[src/rtl/voice_allocator_pkg.sv]
// Shared types and constants for the voice allocator and the note_player bank.
package voice_allocator_pkg;

   localparam int unsigned NOTE_W_DEFAULT = 6;
   localparam int unsigned DUR_W_DEFAULT  = 6;

   // One-hot stereo side encodings shared with note_player.
   localparam logic [1:0] STEREO_LEFT  = 2'b01;
   localparam logic [1:0] STEREO_RIGHT = 2'b10;
   localparam logic [1:0] STEREO_BOTH  = 2'b11;

   typedef enum logic [0:0] {
      StIdle    = 1'b0,
      StAdvance = 1'b1
   } state_t;

endpackage

[src/rtl/voice_select.sv]
// Lowest-index free voice finder: one-hot grant plus an any-free flag.
module voice_select #(
   parameter int unsigned NUM_VOICES = 3
) (
   input  logic [NUM_VOICES-1:0] busy,
   output logic [NUM_VOICES-1:0] grant,
   output logic                  any_free
);

   // Scan upward and grant the first zero bit only.
   always_comb begin
      grant    = '0;
      any_free = 1'b0;
      for (int unsigned i = 0; i < NUM_VOICES; i++) begin
         if (!busy[i] && !any_free) begin
            grant[i] = 1'b1;
            any_free = 1'b1;
         end
      end
   end

endmodule

[src/rtl/voice_allocator.sv]
// Schedules note and time-advance requests onto a bank of note_player voices.
module voice_allocator
   import voice_allocator_pkg::*;
#(
   parameter int unsigned NUM_VOICES = 3,
   parameter int unsigned NOTE_W     = NOTE_W_DEFAULT,
   parameter int unsigned DUR_W      = DUR_W_DEFAULT
) (
   input  logic                  clk,
   input  logic                  reset,
   input  logic                  play_enable,
   input  logic                  beat,
   input  logic                  in_valid,
   output logic                  in_ready,
   input  logic                  in_is_advance,
   input  logic [NOTE_W-1:0]     in_note,
   input  logic [DUR_W-1:0]      in_duration,
   input  logic [1:0]            in_stereo,
   output logic [NOTE_W-1:0]     note_to_load,
   output logic [DUR_W-1:0]      duration_to_load,
   output logic [1:0]            stereo_side_to_load,
   output logic [NUM_VOICES-1:0] load_new_note,
   input  logic [NUM_VOICES-1:0] done_with_note,
   output logic [NUM_VOICES-1:0] voice_busy,
   output logic                  advancing
);

   state_t               state_q;
   logic [DUR_W-1:0]     adv_cnt_q;
   logic [NUM_VOICES-1:0] grant;
   logic                 any_free;
   logic                 accept;
   logic                 load_note;
   logic                 start_adv;
   logic                 count_beat;

   voice_select #(
      .NUM_VOICES (NUM_VOICES)
   ) u_voice_select (
      .busy     (voice_busy),
      .grant    (grant),
      .any_free (any_free)
   );

   // Handshake and request decode; zero-length notes and advances are accepted but do nothing.
   always_comb begin
      in_ready   = (state_q == StIdle) && play_enable && (in_is_advance || any_free);
      accept     = in_valid && in_ready;
      load_note  = accept && !in_is_advance && (in_duration != '0);
      start_adv  = accept && in_is_advance && (in_duration != '0);
      count_beat = beat && play_enable;
      advancing  = (state_q == StAdvance);
   end

   // Advance FSM: holds off new requests until the programmed number of beats has elapsed.
   always_ff @(posedge clk) begin
      if (reset) begin
         state_q   <= StIdle;
         adv_cnt_q <= '0;
      end else begin
         case (state_q)
            StIdle: begin
               if (start_adv) begin
                  state_q   <= StAdvance;
                  adv_cnt_q <= in_duration;
               end
            end
            StAdvance: begin
               if (count_beat) begin
                  adv_cnt_q <= adv_cnt_q - DUR_W'(1);
                  if (adv_cnt_q == DUR_W'(1)) begin
                     state_q <= StIdle;
                  end
               end
            end
            default: state_q <= StIdle;
         endcase
      end
   end

   // Load bus: payload captured on a real note load, pulse lasts one cycle.
   always_ff @(posedge clk) begin
      if (reset) begin
         note_to_load        <= '0;
         duration_to_load    <= '0;
         stereo_side_to_load <= '0;
         load_new_note       <= '0;
      end else begin
         load_new_note <= {NUM_VOICES{load_note}} & grant;
         if (load_note) begin
            note_to_load        <= in_note;
            duration_to_load    <= in_duration;
            stereo_side_to_load <= in_stereo;
         end
      end
   end

   // Occupancy: clear on done, then set on grant so a same-cycle set wins.
   always_ff @(posedge clk) begin
      if (reset) begin
         voice_busy <= '0;
      end else begin
         voice_busy <= (voice_busy & ~done_with_note) | ({NUM_VOICES{load_note}} & grant);
      end
   end

endmodule

[config.mk]
export PLATFORM = sky130hd
export DESIGN_NAME = voice_allocator
export DESIGN_NICKNAME = d
export VERILOG_FILES = /design/src/rtl/voice_allocator_pkg.sv /design/src/rtl/voice_select.sv /design/src/rtl/voice_allocator.sv
export SDC_FILE = /design/constraint.sdc
export NUM_CORES = 1
export LEC_CHECK = 0
export ABC_AREA = 1
export CORE_ASPECT_RATIO = 2
export CORE_MARGIN = 2
export CORE_UTILIZATION = 35
export CTS_CLUSTER_DIAMETER = 80
export DETAILED_ROUTE_END_ITERATION = 16
export HOLD_SLACK_MARGIN = 0.08
export PLACE_DENSITY = 0.71
export SLEW_MARGIN = 25
export SYNTH_ARGS = -nofsm -noshare
export SYNTH_HDL_FRONTEND = slang
export SYNTH_HIERARCHICAL = 1
export SYNTH_SLANG_ARGS = --single-unit
[constraint.sdc]
create_clock -name clk -period 1.4 [get_ports clk]
set_input_delay 0.21 -clock clk [delete_from_list [all_inputs] [get_ports clk]]
set_output_delay 0.21 -clock clk [all_outputs]
set_load 0.1 [all_outputs]
# After elaboration in Yosys (flattened, before gate mapping)
# Index checks and enable logic that the tools add are counted.
# word_totals
out_inout_bits	22
elab_cells	45
ff_bits	27
in_bits	23
# classes
eq_ne	3
n_reduce_logical	17
n_bitwise	5
n_addsub	1
muxes	12
# ops
op	n
2-to-1 mux 6 bit	2
case mux 6 bit (2 select lines)	1
logical AND 1 bit	10
2-to-1 mux 1 bit	8
AND 3 bit	2
equality test 6 x 1 -> 1 bit, second input constant	1
nonzero test 6 bit	1
subtractor 6 x 1 -> 6 bit, second input constant	1
zero test 1 bit	4
NOT 3 bit	1
bitwise OR 3 bit	1
inequality test 2 x 1 -> 1 bit, second input constant	1
inequality test 2 bit, second input constant	1
case mux 1 bit (2 select lines)	1
AND reduction 2 bit	1
logical OR 1 bit	1
NOT 1 bit	1

# Depth between registers and ports, before layout
# Gate-level depths: netlist (run 1).
# logic_depth
depth_word	13
mapped_depth	10

# Cells and area by module
# The synthesis (run 1) kept the hierarchy.
# by_module_without_submodules
module	instances	seq_area_each_um2	cells_each	area_per_inst_um2
voice_allocator	1	540.5	167	1214.9
voice_select	1	0.0	5	20.0

# Least setup slack after synthesis (run 1)
# No wires, ideal clock.
# synth_timing
path_type	reg-to-output
from	register voice_busy[1]
to	output port in_ready
path_stages_with_launch	6
path_buffers	0
required_time_ps	1190
slack_ps	-546
arrival_time_ps	1736
cell_sequence	dfxtp_1 > nand3_1 > inv_1 > nand2_2 > nand3_4 > inv_1
# synth_via
elab_chain_len	8
# synth_lines
item	line	rtl
from (decl)	voice_allocator.sv:24	output logic [NUM_VOICES-1:0] voice_busy,
from (signal assigned)	voice_allocator.sv:103	voice_busy <= (voice_busy & ~done_with_note) | ({NUM_VOICES{load_note}} & grant);
zero test 1 bit *	voice_select.sv:15	if (!busy[i] && !any_free) begin
logical AND 1 bit *	voice_select.sv:15	
2-to-1 mux 1 bit *	voice_select.sv:15	
zero test 1 bit	voice_select.sv:15	
logical AND 1 bit	voice_select.sv:15	
2-to-1 mux 1 bit *	voice_select.sv:15	
via any_free	voice_allocator.sv:31	logic any_free;
logical OR 1 bit *	voice_allocator.sv:47	in_ready = (state_q == StIdle) && play_enable && (in_is_advance || any_free);
logical AND 1 bit *	voice_allocator.sv:47	
to (decl)	voice_allocator.sv:14	output logic in_ready,
# The timed path passes the listed nets; every way through them passes the cells marked *.

# Worst setup path in the final report (run 1)
# layout_timing
from	register voice_busy[0]
to	output port in_ready
# layout_via
elab_chain_len	7
elab_cells_between_ends	8
classes_between	3 x mux; 5 x reduce/logical
# layout_lines
item	line
2-to-1 mux 1 bit or logical AND 1 bit (tied branches)	voice_select.sv:15
2-to-1 mux 1 bit *	voice_select.sv:15
zero test 1 bit	voice_select.sv:15
logical AND 1 bit	voice_select.sv:15
2-to-1 mux 1 bit *	voice_select.sv:15
via any_free	voice_allocator.sv:31
logical OR 1 bit *	voice_allocator.sv:47
logical AND 1 bit *	voice_allocator.sv:47
# Marked as above.

==> flow_summary.rst, run 1 <==
.. list-table::
   :header-rows: 1

   * - Metric
     - Value
   * - Outcome
     - finished, violations left
   * - Violated checks
     - setup timing
   * - Sw Share
     - 34.2%
   * - Worst Setup Path Type
     - reg2out
   * - Comb power frac
     - 32.3%
   * - CP top delay family
     - buffers and inverters
   * - NetSw
     - 0.000649 W
   * - Tightest Hold Check Type
     - reg2reg
   * - Horizontal extent of the die
     - 46 um
   * - Minimum clock period
     - 1450 ps
   * - Final Wtd Congestion
     - 0.797
   * - H-tree depth reported by CTS
     - 1
   * - Pins over their slew limit
     - 0
   * - Detailed placer's ending HPWL
     - 2620 um
   * - Fraction of final layout cells with drive strength greater than 1
     - 30.5%
   * - Worst path arrival time
     - 1240 ps
   * - Vias in the first global route
     - 1183
   * - Worst slew slack as a fraction of its limit
     - 62.0%
   * - Input/output buffers
     - 44
   * - First-pass iteration count of the detailed router
     - 4
   * - Diode count
     - 0
   * - Crit. End Element
     - primary output
   * - Power Density
     - 863 nW/um^2
   * - Synth Register Bits
     - 27
   * - Req. time, crit path
     - 1190 ps
   * - Post-layout util
     - 65.2%
   * - Clock input transition at the sequential cells of the worst setup and hold paths
     - 100 ps
   * - Layout overhead on the synthesized area
     - 78.3%
   * - Share of total power in the clock network
     - 23.7%
   * - I/O pin cnt
     - 45
   * - Routed via count divided by cell count
     - 5.09
   * - Maximum number of pins on one net before global-route repair
     - 21
   * - Worst-case reg-to-reg path depth
     - 8
   * - Worst vdd ir
     - 828 uV
   * - Post-synth design cell area
     - 1230 um^2
   * - Total global routing track utilization
     - 17.5%
   * - Most frequent standard cell in the layout excluding fill and tap cells
     - nor2_1
   * - Synthesized Nets
     - 197
   * - Critical path buffers and inverters
     - 4
   * - Std-Cell Core Area
     - 3380 um^2
   * - Max stage delay cell, worst path
     - dfxtp_4
   * - Wirelength per Cell
     - 13.8 um
   * - Unique cell type count in the Yosys netlist
     - 23
   * - Type of element launching the critical path
     - flip-flop
   * - Delay of the slowest critical-path stage
     - 350 ps
   * - Unrepaired setup endpoints after global routing
     - true
   * - Chip height
     - 88.0 um
   * - Crit path setup slack, layout
     - -48.0 ps
   * - Power share of the sequential group
     - 44.0%
   * - Worst-margin pin slew
     - 570 ps
   * - Cell count after synthesis
     - 172
   * - Final Routed Wirelength
     - 3740 um
   * - Final setup violation count
     - 3
   * - Antenna violations before repair
     - 0
   * - DRC viols
     - 0
   * - Largest driver fanout on the critical path
     - 2
   * - Initial detailed-routing violation count
     - 28
   * - Worst hold slack
     - 531 ps
   * - Starting Density
     - 36.6%
   * - Static leakage
     - 0.933 nW
   * - Via count
     - 1380
   * - Die footprint
     - 4050 um^2
   * - Final setup skew
     - 9.36 ps
   * - Final hold violations
     - 0
   * - Root buffer selected by CTS
     - clkbuf_8
   * - Sink count of the clock tree
     - 27
   * - Worst setup timing slack at the placement stage
     - -316 ps
   * - Cts bufs inserted
     - 3
   * - Number of cells traversed by the worst hold path
     - 2
   * - Count of placed standard cells in the final layout, fillers left out
     - 271
   * - Placed cell count
     - 262
   * - Part of the Yosys area used for sequential elements
     - 43.8%
   * - Chain of cells forming the critical path
     - nand3_2, inv_2, nand2_2, nand3_4, buf_6, clkinvlp_4, buf_12
   * - Buffer depth of the longest clock path
     - 2
   * - First-pass GRT wire length
     - 5200 um
   * - Most frequent cells in the layout
     - nor2_1 (47), nand2_1 (23), dfxtp_1 (22), buf_12 (22), clkdlybuf4s50_1 (21)
   * - YS warnings
     - 6
   * - Max cap viols
     - 0
   * - Maximum clock frequency
     - 691 MHz
   * - Clock tree from TritonCTS
     - yes
   * - Average footprint of a synthesized cell
     - 7.18 um^2
   * - Internal power contribution
     - 0.00125 W
   * - Total power draw
     - 0.00190 W
   * - Total congestion overflow after global routing
     - 0
   * - Crit share post-route
     - 103%
   * - Clock latency on the worst-skew pair
     - 270 ps
   * - CP Depth
     - 7
   * - Routed Antenna Nets
     - 0
   * - Cell Rows
     - 30
   * - Number of nets at the end of the flow
     - 265
[cell usage after synthesis]
| cell type | n | area [um^2] |
|---|---|---|
| a21oi_1 | 5 | 25.0 |
| buf_1 | 1 | 3.75 |
| buf_6 | 1 | 11.3 |
| buf_8 | 1 | 15.0 |
| clkbuf_1 | 2 | 7.51 |
| dfxtp_1 | 27 | 541 |
| ha_1 | 2 | 25.0 |
| inv_1 | 16 | 60.1 |
| inv_2 | 1 | 3.75 |
| inv_4 | 2 | 12.5 |
| nand2_1 | 23 | 86.3 |
| nand2_2 | 1 | 6.26 |
| nand3_1 | 8 | 40.0 |
| nand3_4 | 2 | 35.0 |
| nand4_1 | 2 | 12.5 |
| nor2_1 | 49 | 184 |
| nor2_2 | 1 | 6.26 |
| nor2_4 | 1 | 11.3 |
| o21ai_0 | 23 | 115 |
| o21ai_2 | 1 | 8.76 |
| o31ai_1 | 1 | 7.51 |
| o32ai_1 | 1 | 8.76 |
| xor2_1 | 1 | 8.76 |
[final timing paths]
path                                      start                  end  slack (ps)
worst min register to register  note_to_load[0]      note_to_load[0]         530
worst max-delay path              voice_busy[0]             in_ready         -50
worst max register to register    voice_busy[0]  duration_to_load[2]         -20
worst min-delay path            note_to_load[0]      note_to_load[0]         530
[final cells by class]
cell class / count / area, um^2
Fill cell: 272 / 1180
Timing Repair Buffer: 65 / 825
Multi-Input combinational cell: 123 / 642
Sequential cell: 27 / 557
Inverter: 19 / 85.1
Clock buffer: 3 / 41.3
Tap cell: 32 / 40.0
Clock inverter: 1 / 6.26
Timing Repair inverter: 1 / 6.26
[worst register-to-register path, stage by stage (launching register included)]
cell and delay, ps:
dfxtp_4 350, nand3_2 70, inv_2 30, nand2_2 80
nand3_4 80, nor2_4 220, nand3_4 160, o21ai_0 260
nor2_1 60
[state kept, by name, summed over array words and instances (netlist names)]
signal	flops
duration_to_load	6
stereo_side_to_load	2
advancing	1
adv_cnt_q	6
note_to_load	6
load_new_note	3
voice_busy	3
[kinds of logic (layout without fill, tap and decap cells)]
logic type / after synthesis / after routing / share of synthesized area (%)
compound gates: 31 / 31 / 13.4
simple gates: 87 / 89 / 30.9
fa+ha+maj: 2 / 2 / 2.03
flops: 27 / 27 / 43.8
xor+xnor: 1 / 1 / 0.709
buf+inv: 24 / 89 / 9.22
[power by group through the flow]
stage / Sequential (W) / Clock, W / Combinational, W
floorplan: 0.00102 / 0 / 0.000166
global placement: 0.000851 / 0 / 0.000581
detailed placement: 0.000852 / 0 / 0.000587
CTS: 0.000834 / 0.000458 / 0.000590
global route: 0.000840 / 0.000489 / 0.000653
finish: 0.000836 / 0.000450 / 0.000614
[through the flow]
step,instance area (um^2),TNS (ps)
2_1_floorplan,1260,-371
3_3_place_gp,2070,-5460
3_5_place_dp,2070,-6060
4_1_cts,2120,-54.2
5_1_grt,2200,-829
6_report,2200,-75.8
[repair_timing]
action	CTS	global route
pin swaps	2	6
hold buffers	0	0
resized for setup	4	17
gates cloned	0	3
endpoints found under the setup margin	3	22
setup buffers	0	2
[routing by layer]
metal | part of all wire, % | GRT usage, %
met5 | 0 | 0
met4 | 3.4 | 7.53
met3 | 2.0 | 1.24
met2 | 62 | 34.0
met1 | 33 | 17.4
(Power assumes the default switching activity.)
==> inputs of run 2 (changes only) <==
--- a/config.mk
+++ b/config.mk
@@ -7,7 +7,7 @@
 export LEC_CHECK = 0
 export ABC_AREA = 1
 export CORE_ASPECT_RATIO = 2
-export CORE_MARGIN = 2
+export CORE_MARGIN = 10
 export CORE_UTILIZATION = 35
 export CTS_CLUSTER_DIAMETER = 80
 export DETAILED_ROUTE_END_ITERATION = 16
==> run 2 against run 1 <==
Against the previous run:
- the flow still finishes with violations (setup timing)
- utilization shrank 0.61 points
- via count fell by 2.3%
- critical path depth unchanged
- final area up 0.17%
- largest power group unchanged
==> flow_summary.rst, run 2 (synthesis results as in run 1) <==
.. list-table::
   :header-rows: 1

   * - Metric
     - Value
   * - Unrepaired setup endpoints after global routing
     - true
   * - Pins over their slew limit
     - 0
   * - Crit path setup slack, layout
     - -65.1 ps
   * - Power Density
     - 871 nW/um^2
   * - Root buffer selected by CTS
     - clkbuf_8
   * - Worst hold slack
     - 500 ps
   * - Post-layout util
     - 64.6%
   * - Input/output buffers
     - 44
   * - Worst vdd ir
     - 827 uV
   * - Maximum number of pins on one net before global-route repair
     - 21
   * - Vias in the first global route
     - 1349
   * - Total congestion overflow after global routing
     - 0
   * - Chip height
     - 104 um
   * - Req. time, crit path
     - 1190 ps
   * - Fraction of final layout cells with drive strength greater than 1
     - 30.8%
   * - Worst slew slack as a fraction of its limit
     - 66.4%
   * - Tightest Hold Check Type
     - in2reg
   * - Final hold violations
     - 0
   * - Worst Setup Path Type
     - reg2out
   * - Regs by FF count
     - adv_cnt_q: 6 flops, duration_to_load: 6 flops, note_to_load: 6 flops
   * - Initial detailed-routing violation count
     - 46
   * - Final setup violation count
     - 1
   * - Number of hold buffers added after CTS
     - 0
   * - Final Wtd Congestion
     - 0.899
   * - Count of placed standard cells in the final layout, fillers left out
     - 285
   * - Most frequent standard cell in the layout excluding fill and tap cells
     - nor2_1
   * - Setup Total Neg Slack
     - -65.1 ps
   * - Area of placed instances
     - 2090 um^2
   * - Crit share post-route
     - 105%
   * - Starting Density
     - 36.2%
   * - Finished Cell Area
     - 2210 um^2
   * - Wirelength per Cell
     - 13.3 um
   * - Std-Cell Core Area
     - 3420 um^2
   * - Layout filler cell count
     - 286
   * - Routed Antenna Nets
     - 0
   * - Worst path arrival time
     - 1260 ps
   * - Static leakage
     - 0.927 nW
   * - Clock tree from TritonCTS
     - yes
   * - Detailed placer's ending HPWL
     - 3000 um
   * - Final setup skew
     - 5.37 ps
   * - Total global routing track utilization
     - 11.6%
   * - Routed via count divided by cell count
     - 4.73
   * - Layout overhead on the synthesized area
     - 78.6%
   * - Outcome
     - finished, violations left
   * - Final Routed Wirelength
     - 3800 um
   * - Placed cell count
     - 278
   * - Die footprint
     - 6450 um^2
   * - Buffer depth of the longest clock path
     - 2
   * - Cts bufs inserted
     - 3
   * - I/O pin cnt
     - 45
   * - Clock input transition at the sequential cells of the worst setup and hold paths
     - 100 ps
   * - First-pass GRT wire length
     - 5840 um
   * - Horizontal extent of the die
     - 62 um
   * - Cell Rows
     - 30
   * - Crit. End Element
     - primary output
   * - Via count
     - 1348
   * - Largest driver fanout on the critical path
     - 2
   * - Diode count
     - 0
   * - Max cap viols
     - 0
   * - First-pass iteration count of the detailed router
     - 4
   * - Maximum clock frequency
     - 683 MHz
   * - Violated checks
     - setup timing
   * - Number of nets at the end of the flow
     - 263
   * - H-tree depth reported by CTS
     - 1
   * - Most frequent cells in the layout
     - nor2_1 (46), nand2_1 (23), dfxtp_1 (22), buf_12 (22), clkdlybuf4s50_1 (21)
   * - Antenna violations before repair
     - 0
   * - Worst-margin pin slew
     - 503 ps
   * - Clock latency on the worst-skew pair
     - 280 ps
   * - Type of element launching the critical path
     - flip-flop
   * - Sink count of the clock tree
     - 27
   * - Minimum clock period
     - 1470 ps
   * - DRC viols
     - 0
[run 2: worst paths after layout]
check / endpoint / start / cells past startpoint / slack, ps
setup / recovery: in_ready / voice_busy[0] / 7 / -70
hold / removal: voice_busy[1] / done_with_note[1] / 2 / 500
setup reg to reg: voice_busy[0] / voice_busy[0] / 9 / 60
hold reg to reg: note_to_load[0] / note_to_load[0] / 2 / 540
[run 2: where the power goes]
group / switching (W) / internal (W)
logic: 0.000359 / 0.000249
registers: 0.0000386 / 0.000798
clock network: 0.000266 / 0.000209
total: 0.000664 / 0.00126
[run 2: per-layer routing]
layer	up-vias	wire [um]	GRT usage [%]
met4	0	87	5.14
met2	47	2290	22.1
met5	-	0	0
met1	610	1250	10.6
met3	13	177	2.08
li1	678	-	-
[run 2: cell type report]
| class | count | area [um^2] | area share (%) |
|---|---|---|---|
| Tap cell | 48 | 60.1 | 2.72 |
| Timing Repair Buffer | 65 | 825 | 37.4 |
| Multi-Input combinational cell | 122 | 624 | 28.3 |
| Inverter | 19 | 90.1 | 4.08 |
| Clock inverter | 1 | 8.76 | 0.397 |
| Clock buffer | 3 | 41.3 | 1.87 |
| Sequential cell | 27 | 557 | 25.2 |
[run 2: worst max-delay path, cell delays in order (launching register included)]
cell and delay, ps:
dfxtp_4 370, nand3_2 70, inv_2 60, nand2_4 50, nand3_4 70, buf_6 110
clkinvlp_4 80, buf_12 160
[run 2: stage by stage]
| step | worst slack [ps] | total power, W |
|---|---|---|
| floorplan | -72.3 | 0.00118 |
| global placement | -248 | 0.00143 |
| detailed placement | -309 | 0.00144 |
| CTS | -71.1 | 0.00190 |
| global route | -133 | 0.00199 |
| finish | -65.1 | 0.00192 |
[run 2: repair_timing]
item	4_1_cts	5_1_grt
endpoints found under the setup margin	3	22
pin swaps	2	5
gates resized for setup	4	17
setup buffers	1	1
gates cloned	0	1
==> inputs of run 3 (changes only) <==
--- a/config.mk
+++ b/config.mk
@@ -5,14 +5,13 @@
 export SDC_FILE = /design/constraint.sdc
 export NUM_CORES = 1
 export LEC_CHECK = 0
-export ABC_AREA = 1
 export CORE_ASPECT_RATIO = 2
 export CORE_MARGIN = 10
 export CORE_UTILIZATION = 35
 export CTS_CLUSTER_DIAMETER = 80
 export DETAILED_ROUTE_END_ITERATION = 16
 export HOLD_SLACK_MARGIN = 0.08
-export PLACE_DENSITY = 0.71
+export PLACE_DENSITY = 0.7
 export SLEW_MARGIN = 25
 export SYNTH_ARGS = -nofsm -noshare
 export SYNTH_HDL_FRONTEND = slang
==> run 3 against run 2 <==
Against the previous run:
- the flow now finishes without violations
- largest power group unchanged
- final area grew 16%
- worst setup slack gained 70 ps
- clock power shrank 4.2%
- critical path type is now reg2reg
- area after synthesis grew 6.7%
- routed wire length grew 33%
- global-route usage grew 2.9 points
- total power shrank 2.4%
==> flow_summary.rst, run 3 <==
.. list-table::
   :header-rows: 1

   * - Metric
     - Value
   * - Part of the Yosys area used for sequential elements
     - 41.0%
   * - Final hold violations
     - 0
   * - Final setup violation count
     - 0
   * - Cell type with the highest aggregate area in the netlist
     - dfxtp_1
   * - Topmost layer with routed signal wires
     - met4
   * - Unrepaired setup endpoints after global routing
     - true
   * - Worst slew slack as a fraction of its limit
     - 74.4%
   * - Worst vdd ir
     - 845 uV
   * - Most frequent standard cell in the layout excluding fill and tap cells
     - buf_12
   * - Antenna violations before repair
     - 0
   * - Pins over their slew limit
     - 0
   * - Clock latency on the worst-skew pair
     - 280 ps
   * - Tightest Hold Check Type
     - in2reg
   * - Maximum clock frequency
     - 717 MHz
   * - Routed Antenna Nets
     - 0
   * - Final setup skew
     - 1.99 ps
   * - Largest cells by area after synthesis
     - dfxtp_1 (41%), nand2_1 (7.4%), a21oi_1 (5.7%), a21oi_2 (4.7%), nand2_2 (3.3%)
   * - Fraction of registers with async set or reset after synthesis
     - 0%
   * - Chain of cells forming the critical path
     - and4b_2, o21ai_4, buf_6, a221o_1, o21ai_1
   * - Wirelength per Cell
     - 18.4 um
   * - Total global routing track utilization
     - 14.4%
   * - Worst hold slack
     - 306 ps
   * - Number of nets at the end of the flow
     - 252
   * - Cell Rows
     - 31
   * - Power Density
     - 736 nW/um^2
   * - Dominant synthesized flop cell
     - dfxtp_1
   * - Crit share post-route
     - 99.6%
   * - Cell count after synthesis
     - 153
   * - Commonest cells in the netlist
     - dfxtp_1 (27), nand2_1 (26), a21oi_1 (15)
   * - Post-synth design cell area
     - 1320 um^2
   * - Regs by FF count
     - adv_cnt_q: 6 flops, duration_to_load: 6 flops, note_to_load: 6 flops
   * - Horizontal extent of the die
     - 63.4 um
   * - Routed wire length on met2
     - 2890 um
   * - First-pass GRT wire length
     - 7930 um
   * - Vias in the first global route
     - 1554
   * - Largest driver fanout on the critical path
     - 9
   * - Delay of the slowest critical-path stage
     - 380 ps
   * - Number of cells traversed by the worst hold path
     - 4
   * - Critical hold path startpoint
     - in_duration[5]
   * - Cts bufs inserted
     - 3
   * - Worst Setup Path Type
     - reg2reg
   * - Detailed placer's ending HPWL
     - 3440 um
   * - Std-Cell Core Area
     - 3650 um^2
   * - Worst path arrival time
     - 1610 ps
   * - Max cap viols
     - 0
   * - Sink count of the clock tree
     - 27
   * - Diode count
     - 0
   * - Clock input transition at the sequential cells of the worst setup and hold paths
     - 90 ps
   * - Final Wtd Congestion
     - 0.983
   * - Clock tree from TritonCTS
     - yes
   * - Crit. End Element
     - flip-flop
   * - Met3 wire len
     - 384 um
   * - Root buffer selected by CTS
     - clkbuf_8
   * - H-tree depth reported by CTS
     - 1
   * - Synth Register Bits
     - 27
   * - Final Routed Wirelength
     - 5070 um
   * - Total congestion overflow after global routing
     - 0
   * - Worst-case reg-to-reg path depth
     - 5
   * - Static leakage
     - 0.994 nW
   * - Worst-margin pin slew
     - 381 ps
   * - Max stage delay cell, worst path
     - dfxtp_4
   * - Crit path setup slack, layout
     - 5.20 ps
   * - Minimum clock period
     - 1390 ps
   * - Via count
     - 1446
   * - Register-to-Register Setup Slack
     - 5 ps
   * - Starting Density
     - 36.1%
   * - Reg-to-reg critical path endpoint
     - adv_cnt_q[4]
   * - I/O pin cnt
     - 45
   * - Initial detailed-routing violation count
     - 53
   * - Unique cell type count in the Yosys netlist
     - 41
   * - Chip height
     - 107 um
   * - Portion of synthesized cell area occupied by the leading cell type
     - 41.0%
   * - Post-synth EDFFs
     - 0
   * - Most frequent cells in the layout
     - buf_12 (25), dfxtp_1 (23), buf_4 (22), nand2_2 (17), clkdlybuf4s50_1 (14)
   * - Reg-to-reg critical path startpoint
     - advancing
   * - CP top delay family
     - compound AO/OA/AOI/OAI gates
   * - Layout filler cell count
     - 276
   * - Buffer depth of the longest clock path
     - 2
   * - Synthesized Nets
     - 178
   * - YS warnings
     - 6
   * - Critical path buffers and inverters
     - 1
   * - Wire length on met1
     - 1690 um
   * - Req. time, crit path
     - 1610 ps
   * - Outcome
     - complete, no violations
   * - Type of element launching the critical path
     - flip-flop
   * - DRC viols
     - 0
   * - Count of placed standard cells in the final layout, fillers left out
     - 275
   * - Routed via count divided by cell count
     - 5.26
   * - Worst setup timing slack at the placement stage
     - -629 ps
   * - Total power draw
     - 0.00188 W
   * - Placed cell count
     - 260
   * - Endpoint with the worst hold slack
     - duration_to_load[5]
   * - First-pass iteration count of the detailed router
     - 4
   * - Layout overhead on the synthesized area
     - 93.4%
   * - Maximum number of pins on one net before global-route repair
     - 32
   * - Input/output buffers
     - 44
   * - Die footprint
     - 6770 um^2
   * - Average footprint of a synthesized cell
     - 8.61 um^2
   * - Most common cell in the netlist
     - dfxtp_1
   * - Fraction of final layout cells with drive strength greater than 1
     - 53.1%
-- run 3: changes by cell type in the layout (fill, tap and decap cells not counted), sizes merged, moves of 6 or more --
cell / change
nor2: -44
nand2: +9
o21ai: -18
inv: -15
nand3: -6
a21oi: +17
clkdlybuf4s50: -7
buf: +16
-- run 3: timing repair --
action	in CTS	in global routing
hold buffers	0	0
endpoints found under the setup margin	28	22
pin swaps	17	11
gates cloned	2	1
gates resized for setup	39	20
buffers inserted	5	3
-- run 3: area by class of cell --
cell class                      instances  area [um^2]  area share (%)
Timing Repair Buffer                   78         1030            40.5
Multi-Input combinational cell        113          837            32.8
Sequential cell                        27          556            21.8
Tap cell                               49         61.3            2.41
Clock buffer                            3         41.3            1.62
Inverter                                4         16.3           0.638
Clock inverter                          1         5.00           0.196
-- run 3: cell families after synthesis --
group | count (synthesis) | synth area share [%]
simple gates | 65 | 25.8
compound gates | 45 | 25.0
xor+xnor | 1 | 0.665
flops | 27 | 41.0
fa+ha+maj | 2 | 1.90
buf+inv | 13 | 5.60
-- run 3: power by group --
group          internal [W]  leakage, nW  switching, W
registers          0.000789        0.222     0.0000308
clock network      0.000200       0.0255      0.000256
logic              0.000276        0.746      0.000324
-- run 3: worst reg2reg max path: stages (launching register included) --
cell and delay, ps:
dfxtp_4 380, and4b_2 320, o21ai_4 80, buf_6 140, a221o_1 330, o21ai_1 90
-- run 3: worst max-delay path by stage --
| stage | startpoint | end | slack (ps) | depth (start not counted) |
|---|---|---|---|---|
| after floorplan | voice_busy[2] | duration_to_load[5] | -110 | 7 |
| after global placement | in_duration[2] | adv_cnt_q[5] | -570 | 6 |
| after detailed placement | in_duration[2] | adv_cnt_q[5] | -630 | 6 |
| after CTS | voice_busy[1] | in_ready | 3 | 3 |
| after global routing | advancing | in_ready | -40 | 3 |
| final | advancing | adv_cnt_q[4] | 5 | 5 |
-- run 3: layer usage --
metal	global-route usage, %	vias to the layer above
li1	-	685
met4	5.35	0
met5	0	-
met2	28.2	61
met3	5.21	15
met1	12.9	685
-- run 3: stage by stage --
stage | TNS (ps) | utilization, % | cell area, um^2
floorplan | -1190 | - | 1380
global placement | -12840 | 61.0 | 2220
detailed placement | -13560 | 61.0 | 2220
CTS | 0 | 67.0 | 2440
global route | -131 | 69.9 | 2550
finish | 0 | 69.9 | 2550
==> edit: new RTL, config.mk and constraints of run 3 <==
Change the package constant `NOTE_W_DEFAULT` from 6 to 12.
--- a/src/rtl/voice_allocator_pkg.sv
+++ b/src/rtl/voice_allocator_pkg.sv
@@ -3,3 +3,3 @@
 
-   localparam int unsigned NOTE_W_DEFAULT = 6;
+   localparam int unsigned NOTE_W_DEFAULT = 12;
    localparam int unsigned DUR_W_DEFAULT  = 6;
Interface: changed (resized in_note and note_to_load); port bits go from 45 to 57. No check against the original RTL was run, so the function may have changed too.
==> edit against run 3 <==
  * The run now ends with setup timing left
  * Power grew 31%
  * Maximum frequency decreased by 7.3%
  * Synthesized area increased by 15%
  * Worst setup slack got worse by 0.11 ns
  * Routed wire length increased by 1.8%
  * Non-clock buffer count up 21
  * Sequential cell count grew 6
  * Cell count is 11% higher
  * Final area is 18% higher
  * Largest cell class unchanged
==> edit: results (changes against run 3) <==
xor and xnor area share after synthesis 0% (-0.66 points); ranking of synthesized cells by area dfxtp_1 44%, mux2i_1 13%, nor2_1 6.5%; syn avg cell area 9.673 µm² (+12%); CP endpoint duration_to_load[5]; endpoints failing setup 21 (+21); status finished with violations; Seq/Total Area, Yosys 43.78% (+2.8 points); failing checks setup timing; worst slack, placed -0.6565 ns (-0.02780 ns); final RePlAce weighted congestion 0.8565 (-13%); mux contribution to synthesized area 13.27% (+13 points); Pint 1.718 mW (+36%); number of global-route vias before repair 1666 (+7.2%); Slew @ Worst Pin 0.2730 ns (-0.1080 ns); violation count after the first detailed-routing iteration 44 (-17%); static leakage 1.362 nW (+37%); r2r worst-path depth 7 (+2); GR Util met1 14.22% (+1.3 points); Setup WS post-layout -0.1053 ns (-0.1105 ns); worst vdd ir 0.8515 mV (+0.81%); I/O Buffers 56 (+27%); largest net degree at the start of global routing 29 (-9.4%); Clk pin slew, worst setup/hold paths 0.07 ns (-0.02 ns); Regs by FF count note_to_load: 12 flops, adv_cnt_q: 6 flops, duration_to_load: 6 flops; CTS Buf Count 5 (+2); DP HPWL 3516 µm (+2.1%); setup_tns -0.9680 ns (-0.9680 ns)
## edit: worst min path at each step
| stage | startpoint | endpoint | slack (ns) | cells after the start |
|---|---|---|---|---|
| after floorplan | in_duration[1] | duration_to_load[1] | 0.35 | 2 |
| after global placement | adv_cnt_q[5] | adv_cnt_q[5] | 0.45 | 2 |
| after detailed placement | adv_cnt_q[5] | adv_cnt_q[5] | 0.46 | 2 |
| after CTS | in_duration[4] | duration_to_load[4] | 0.28 | 4 |
| after global routing | in_duration[4] | duration_to_load[4] | 0.28 | 4 |
| final | in_duration[4] | duration_to_load[4] | 0.26 | 4 |
## edit: kinds of logic (layout without fill, tap and decap cells)
family          after synthesis  count (layout)
mux                          20              20
fa+ha+maj                     2               2
simple gates                 54              54
flops                        33              33
compound gates               27              27
buf+inv                      20             117
## edit: critical path, cell delays in order, from the launching register on
cell and delay (ns):
dfxtp_4 0.35, buf_6 0.12, and4bb_2 0.32, o211ai_4 0.11
buf_6 0.15, buf_16 0.14, mux2i_2 0.16, nor2_1 0.05
## edit: metal layers
| layer | vias to the layer above | routed length [µm] |
|---|---|---|
| met2 | 46 | 3022 |
| met3 | 11 | 266 |
| met1 | 721 | 1715 |
| met4 | 0 | 161 |
| met5 | - | 0 |
| li1 | 739 | - |
## edit: layout make-up
cell class                      count  area (µm²)
Inverter                           10       37.54
Fill cell                         281        1129
Sequential cell                    33       684.4
Clock buffer                        8       90.09
Tap cell                           52       65.06
Timing Repair Buffer               99        1269
Multi-Input combinational cell    103       854.6
## edit: what timing repair did
action                                  in CTS  in global routing
cloned                                       3                  1
buffers inserted                             7                  3
gates resized for setup                     35                 28
pin swaps                                    8                 18
endpoints found under the setup margin      34                 33
